## src/rtl/alu_rs_pkg.sv

```systemverilog
// Shared widths for the ALU reservation station.
// The entry struct lives in the top module because its tag width is a module parameter.
package alu_rs_pkg;

  localparam int COMMAND_W = 10;
  localparam int DATA_W    = 64;

endpackage

```

## src/rtl/rs_prio_enc.sv

```systemverilog
// Lowest-index-set-bit encoder with a found flag.
// Used by the station both to pick a free slot and to pick the next op to issue.
module rs_prio_enc #(
  parameter int WIDTH = 4,
  parameter int IDX_W = $clog2(WIDTH)
) (
  input  logic [WIDTH-1:0] i_vec,
  output logic [IDX_W-1:0] o_idx,
  output logic             o_found
);

  // Walk from the top down so the lowest set bit is the last one written.
  always_comb begin
    o_idx   = '0;
    o_found = 1'b0;
    for (int i = WIDTH - 1; i >= 0; i--) begin
      if (i_vec[i]) begin
        o_idx   = IDX_W'(i);
        o_found = 1'b1;
      end
    end
  end

endmodule

```

## src/rtl/alu_reservation_station.sv

```systemverilog
// ALU reservation station: holds dispatched ops until both operands arrive from the CDB,
// then issues the lowest-index ready op to the combinational ALU stage.
module alu_reservation_station
  import alu_rs_pkg::*;
#(
  parameter int ROBsize    = 8,
  parameter int ROBsizeLog = $clog2(ROBsize + 1),
  parameter int RSsize     = 4
) (
  input  logic                  clk_i,
  input  logic                  reset_i,
  input  logic                  flush_i,

  input  logic                  dispatchValid_i,
  input  logic [COMMAND_W-1:0]  dispatchCommands_i,
  input  logic [ROBsizeLog-1:0] dispatchTag_i,
  input  logic [DATA_W-1:0]     dispatchVal1_i,
  input  logic [DATA_W-1:0]     dispatchVal2_i,
  input  logic                  dispatchRdy1_i,
  input  logic                  dispatchRdy2_i,
  input  logic [ROBsizeLog-1:0] dispatchSrc1_i,
  input  logic [ROBsizeLog-1:0] dispatchSrc2_i,
  output logic                  full_o,

  input  logic                  cdbValid_i,
  input  logic [ROBsizeLog-1:0] cdbTag_i,
  input  logic [DATA_W-1:0]     cdbVal_i,

  output logic [DATA_W-1:0]     reservationStationVal1_o,
  output logic [DATA_W-1:0]     reservationStationVal2_o,
  output logic [COMMAND_W-1:0]  reservationStationCommands_o,
  output logic [ROBsizeLog-1:0] reservationStationTag_o,
  output logic                  readyRS_o,
  input  logic                  stallRS_i
);

  localparam int IDX_W = $clog2(RSsize);

  typedef struct packed {
    logic                  valid;
    logic [COMMAND_W-1:0]  commands;
    logic [ROBsizeLog-1:0] tag;
    logic [DATA_W-1:0]     val1;
    logic                  rdy1;
    logic [ROBsizeLog-1:0] src1;
    logic [DATA_W-1:0]     val2;
    logic                  rdy2;
    logic [ROBsizeLog-1:0] src2;
  } rs_entry_t;

  rs_entry_t r_entries [RSsize];
  rs_entry_t w_next    [RSsize];
  rs_entry_t w_dispatchEntry;

  logic [RSsize-1:0] w_freeVec;
  logic [RSsize-1:0] w_readyVec;
  logic [IDX_W-1:0]  w_freeIdx;
  logic [IDX_W-1:0]  w_readyIdx;
  logic              w_freeFound;
  logic              w_readyFound;
  logic              w_dispatch;
  logic              w_issue;

  // Readiness is taken from registered state only, so anything woken this cycle issues next cycle.
  always_comb begin
    w_freeVec  = '0;
    w_readyVec = '0;
    for (int i = 0; i < RSsize; i++) begin
      w_freeVec[i]  = ~r_entries[i].valid;
      w_readyVec[i] = r_entries[i].valid & r_entries[i].rdy1 & r_entries[i].rdy2;
    end
  end

  rs_prio_enc #(.WIDTH(RSsize), .IDX_W(IDX_W)) u_freeEnc (
    .i_vec   (w_freeVec),
    .o_idx   (w_freeIdx),
    .o_found (w_freeFound)
  );

  rs_prio_enc #(.WIDTH(RSsize), .IDX_W(IDX_W)) u_readyEnc (
    .i_vec   (w_readyVec),
    .o_idx   (w_readyIdx),
    .o_found (w_readyFound)
  );

  assign full_o     = ~w_freeFound;
  assign w_dispatch = dispatchValid_i & w_freeFound;
  assign w_issue    = w_readyFound & ~stallRS_i;
  assign readyRS_o  = w_readyFound;

  // Incoming op, with operands forwarded from a CDB broadcast in the same cycle.
  always_comb begin
    w_dispatchEntry.valid    = 1'b1;
    w_dispatchEntry.commands = dispatchCommands_i;
    w_dispatchEntry.tag      = dispatchTag_i;
    w_dispatchEntry.val1     = dispatchVal1_i;
    w_dispatchEntry.rdy1     = dispatchRdy1_i;
    w_dispatchEntry.src1     = dispatchSrc1_i;
    w_dispatchEntry.val2     = dispatchVal2_i;
    w_dispatchEntry.rdy2     = dispatchRdy2_i;
    w_dispatchEntry.src2     = dispatchSrc2_i;
    if (cdbValid_i && !dispatchRdy1_i && dispatchSrc1_i == cdbTag_i) begin
      w_dispatchEntry.val1 = cdbVal_i;
      w_dispatchEntry.rdy1 = 1'b1;
    end
    if (cdbValid_i && !dispatchRdy2_i && dispatchSrc2_i == cdbTag_i) begin
      w_dispatchEntry.val2 = cdbVal_i;
      w_dispatchEntry.rdy2 = 1'b1;
    end
  end

  // Snoop, issue and dispatch never touch the same slot: issue needs a valid entry, dispatch a free one.
  always_comb begin
    for (int i = 0; i < RSsize; i++) begin
      w_next[i] = r_entries[i];
      if (cdbValid_i && r_entries[i].valid) begin
        if (!r_entries[i].rdy1 && r_entries[i].src1 == cdbTag_i) begin
          w_next[i].val1 = cdbVal_i;
          w_next[i].rdy1 = 1'b1;
        end
        if (!r_entries[i].rdy2 && r_entries[i].src2 == cdbTag_i) begin
          w_next[i].val2 = cdbVal_i;
          w_next[i].rdy2 = 1'b1;
        end
      end
    end
    if (w_issue) begin
      w_next[w_readyIdx].valid = 1'b0;
    end
    if (w_dispatch) begin
      w_next[w_freeIdx] = w_dispatchEntry;
    end
  end

  always_ff @(posedge clk_i) begin
    if (reset_i) begin
      for (int i = 0; i < RSsize; i++) begin
        r_entries[i] <= '0;
      end
    end else if (flush_i) begin
      for (int i = 0; i < RSsize; i++) begin
        r_entries[i].valid <= 1'b0;
      end
    end else begin
      for (int i = 0; i < RSsize; i++) begin
        r_entries[i] <= w_next[i];
      end
    end
  end

  always_comb begin
    reservationStationVal1_o     = '0;
    reservationStationVal2_o     = '0;
    reservationStationCommands_o = '0;
    reservationStationTag_o      = '0;
    if (w_readyFound) begin
      reservationStationVal1_o     = r_entries[w_readyIdx].val1;
      reservationStationVal2_o     = r_entries[w_readyIdx].val2;
      reservationStationCommands_o = r_entries[w_readyIdx].commands;
      reservationStationTag_o      = r_entries[w_readyIdx].tag;
    end
  end

endmodule

```

## config.mk

```make
export PLATFORM = sky130hd
export DESIGN_NAME = alu_reservation_station
export DESIGN_NICKNAME = d
export VERILOG_FILES = /design/src/rtl/alu_rs_pkg.sv /design/src/rtl/rs_prio_enc.sv /design/src/rtl/alu_reservation_station.sv
export SDC_FILE = /design/constraint.sdc
export NUM_CORES = 2
export LEC_CHECK = 0
export CAP_MARGIN = 20
export CORE_ASPECT_RATIO = 1.75
export CORE_MARGIN = 4
export CORE_UTILIZATION = 30
export DETAILED_ROUTE_END_ITERATION = 8
export GPL_ROUTABILITY_DRIVEN = 0
export PLACE_DENSITY = 0.54
export RECOVER_POWER = 100
export SLEW_MARGIN = 20
export SYNTH_ARGS = -nofsm -noshare
export SYNTH_HDL_FRONTEND = slang
export SYNTH_SLANG_ARGS = --single-unit
```

## constraint.sdc

```tcl
create_clock -name clk_i -period 20.8 [get_ports clk_i]
set_clock_uncertainty 0.15 [all_clocks]
set_input_delay 4.16 -clock clk_i [delete_from_list [all_inputs] [get_ports clk_i]]
set_output_delay 4.16 -clock clk_i [all_outputs]
set_load 0.1 [all_outputs]
```

* Yosys cells after proc, flatten, opt, wreduce, memory -nomap -nowiden
Memory sizes are Yosys's and may differ from the RTL's.
Cells that the tools add are included.
** Storage, ports and cells
- Bits in registers :: 0
- RAM bits :: 612
- Input port bits :: 226
- Output and inout bits :: 144
- Word-level logic and storage cells :: 135
- Memories kept :: 1
** Operators by class
- $lt $le $gt $ge :: 4
- Equality and inequality tests :: 10
- Mux-type cells :: 66
- Bitwise operators :: 26
- Reductions and logical operators :: 28
** Memory list
- r_entries :: words 4, bits a word 153, read ports 5, clocked after Yosys merged registers in 0, write ports 4, line alu_reservation_station.sv:51 : rs_entry_t r_entries [RSsize];
** Operator list (number)
- bitwise mux 612 bit :: 2
- two-way mux 612 bit :: 2
- two-way mux 65 bit :: 18
- demux 153 bit (select 2 bit) :: 2
- two-way mux 152 bit :: 4
- two-way mux 153 bit :: 2
- two-way mux 64 bit :: 2
- == test 4 bit :: 10
- two-way mux 1 bit :: 24
- logical AND 1 bit :: 18
- two-way mux 2 bit :: 8
- bitwise OR 1 bit :: 12
- bitwise AND 1 bit :: 10
- logical NOT 1 bit :: 10
- two-way mux 10 bit :: 1
- greater-or-equal comparator 3 bit (second input constant) :: 2
- < comparator 3 x 1 -> 1 bit (second input constant) :: 2
- NOT 2 -> 3 bit :: 2
- two-way mux 4 bit :: 1
- NOT 1 bit :: 2

* Logic depth before layout (Yosys ltp)
An unclocked memory read counts as a cell.
- Word-level depth :: 17
- Mapped depth :: 10

* Modules after synthesis
A second synthesis with hierarchy kept.
** Unflattened totals
- Cell total of the unflattened synthesis :: 3307
- Area total of the unflattened synthesis :: 37191.9 µm²
** Modules (own cells, without submodules)
- alu_reservation_station :: times used 1, cells an instance 3293, area an instance 37121.9 µm²
- rs_prio_enc :: times used 2, cells an instance 7, area an instance 35.0 µm²

* Worst setup path before layout
No wires, ideal clock.
- Kind :: input-to-reg
- Start point :: in reset_i
- End point :: mem r_entries[0][100] in the netlist's numbering, enable pin
- Setup time :: 1.059 ns
- Arrival :: 18.635 ns
- Path slack :: 0.956 ns
- Cell stages on the path :: 3
- Buffers on the path :: 2
- Path through :: clkbuf_1 > clkbuf_1 > nand2b_1
** RTL lines
- start: declaration :: line alu_reservation_station.sv:11 : input logic reset_i,
- end: declaration :: line alu_reservation_station.sv:51

==> flow_metrics.py <==
metrics = {
    "setup_path": {
        "cp-start-kind": "flop",
        "path_max_fanout": 39,
        "crit_type": "reg2out",
        "cp-startpoint": "r_entries[0][152]",
        "cp_data_required_time_ns": 16.49,
        "end_kind": "primary output",
        "r2r_start": "r_entries[0][152]",
        "worstPathArrival_ns": 9.73,
        "rr_worst_depth": 5,
    },
    "cells_and_area": {
        "final_cell_mix": "784 x nand2_1, 611 x edfxtp_1, 523 x a21oi_1",
        "drive_above_1_share_pct": 9.698,
        "fill_cells": 13460,
        "multi_input_area_um2": 18330,
        "top_register": "r_entries",
        "reg.largest.list": "r_entries: 612 flops",
        "regArea_um2": 18370,
        "largest_reg_flops": 612,
        "area_delta_synth_final_pct": 15.86,
        "mostFrequentLayoutCell": "nand2_1",
        "nNetsFinal": 4345,
        "final_area_um2": 45800,
    },
    "placement": {
        "io_buffers": 369,
        "dpl_cell_area_um2": 44040,
        "hpwlAfterDp_um": 103100,
    },
    "min_path": {
        "hold_path.class": "reg2reg",
        "worstHoldStart": "r_entries[0][15]",
        "whs_path_depth": 2,
    },
    "flow_run": {
        "maxCapViolCount": 18,
    },
    "floorplan": {
        "initial_core_util_pct": 30.12,
        "rows": 176,
        "die_w_um": 282.4,
        "top_level_ports": 370,
        "die_y_um": 488.2,
        "die_area_um2": 137900,
        "coreArea_um2": 131200,
    },
    "power_and_ir_drop": {
        "power_density_nw_per_um2": 72.97,
        "leakagePower_nw": 15.97,
        "power_mw": 3.342,
        "peakVddDrop_v": 0.00004738,
    },
    "timing": {
        "drv_slew": 864,
        "finalCritPeriodShare_pct": 67.52,
        "fin_setup_tns_ns": 0,
        "grt_setup_unrepaired": "no",
        "slew-limit-headroom_pct": -257.3,
        "worstMarginPinSlew_ns": 5.360,
        "fin_crit_ns": 14.04,
        "setup_viol": 0,
        "fmax_mhz": 71.20,
        "hold_violations": 0,
        "holdWs_ns": 0.4488,
    },
    "clock_tree": {
        "tritoncts": "built",
        "clk_pin_slew_ns": 0.06,
        "clockRootBuffer": "clkbuf_16",
        "htreeDepth": 3,
        "clock-sinks": 612,
        "cts_hold_buf": 0,
        "post_cts_buffers": 0,
        "cts_buffers": 70,
        "insertion_delay_ns": 0.67,
        "postCtsResizedCells": 0,
        "cts.path.max_buffers": 3,
    },
    "run_status": {
        "violations": "max-capacitance violations, max-slew violations",
        "outcome": "finished, violations left",
    },
    "route": {
        "vias": 36730,
        "first_pass_iters": 8,
        "ant_nets": 0,
        "wl_per_cell_um": 30.35,
        "via_per_inst": 6.252,
        "wl_um": 178300,
        "drc": 0,
        "drt_iter0_markers": 4671,
    },
    "global_routing": {
        "grt_use_met1_pct": 31.28,
        "antenna_found_initial": 14,
        "grt.overflow.total": 0,
        "busiest_layer": "met2",
        "grt_pass1_wl_um": 256300,
        "met2_usage_pct": 41.77,
        "grt_pass1_vias": 36510,
        "grtUsageMet3_pct": 3.610,
        "grt_start_max_net_pins": 205,
        "grt_use_total_pct": 24.79,
    },
    "synth": {
        "syn_area_per_cell_um2": 9.643,
        "async_reset_ff_share_pct": 0,
        "yosysWarnings": 0,
        "ys_seq_elements": 612,
        "yosysUniqueCellTypes": 55,
        "synth_cells": 4099,
        "yosysSeqAreaShare_pct": 46.47,
        "synth-edff-count": 611,
        "ys.flop_type": "edfxtp_1",
        "syn_area_um2": 39530,
    },
}
[worst paths after layout]
check / slack [ns] / end
hold reg to reg: 0.45 / r_entries[0][15]
setup / recovery: 6.76 / reservationStationVal1_o[33]
hold / removal: 0.45 / r_entries[0][15]
setup reg to reg: 14.90 / r_entries[0][22]
[cell usage after synthesis (all sizes together), types with 2 or more instances]
cell type    n  area share (%)
a21oi      524             6.6
clkbuf     361             3.4
nor4         2            0.11
inv         66            0.63
o21ai      116             1.5
mux2       128             3.6
a211oi     161             3.1
buf        153             2.3
mux2i       78             2.0
nor3        15            0.24
o41ai        6            0.13
a22oi      205             3.9
and2         7            0.11
nand3      248             3.9
nand4b       2           0.044
xnor2        6            0.13
xor2        34            0.75
nor2        15            0.14
a22o       141             3.1
o31ai        3           0.057
a221oi     243             5.7
or2          2           0.032
nand2      789             7.5
a21boi       3           0.057
or3          3           0.060
and3        95             1.5
a41oi       64             2.6
edfxtp     611              46
nand2b       2           0.032
a31oi        2           0.032
and4         2           0.044
nor2b        2           0.032
[layout make-up]
class                   count  share of cell area [%]
multi-input cells        2909                   40.02
clock inverters            52                   1.177
diodes                      8                 0.04371
flip-flops and latches    612                   40.11
repair buffers            460                   9.568
inverters                  66                  0.5409
well taps                1691                   4.620
clock buffers              77                   3.929
[worst max-delay path: stages, from the launching register on]
cell	delay, ns
edfxtp_1	0.56
nand3_1	0.32
nand2_1	0.15
nor2_1	2.11
clkbuf_1	2.09
clkbuf_1	1.91
a21oi_1	0.63
dlygate4sd3_1	1.16
[stage by stage]
stage | util (%) | cells | setup slack [ns]
after global routing | 34.89 | 5871 | 6.523
after global placement | 33.54 | 5736 | 11.44
final | 34.89 | 5875 | 6.755
after detailed placement | 33.55 | 5738 | 11.49
after floorplan | - | 4101 | 0.9556
after CTS | 35.34 | 5867 | 10.73
[routing by layer]
layer  routed length, um  vias up
met2               86240     2289
met3               14930      426
li1                    -    15700
met1               68690    18310
met5                  47        -
met4                8382       10
[logic make-up (layout without fill, tap and decap cells)]
group | count (synthesis) | after routing | share of synthesized area, %
other cells | 1 | 11 | 0.009487
compound gates | 1471 | 1471 | 26.79
mux | 206 | 206 | 5.622
simple gates | 1189 | 1189 | 13.84
xor+xnor | 40 | 40 | 0.8863
buf+inv | 580 | 655 | 6.388
flops | 612 | 612 | 46.47
[power by group]
part           total, mW  internal, mW  switching [mW]
clock network       1.33         0.743           0.583
logic              0.482         0.154           0.328
registers           1.53          1.47          0.0600
total               3.34          2.37           0.972
Power figures use the tool's default switching activity.
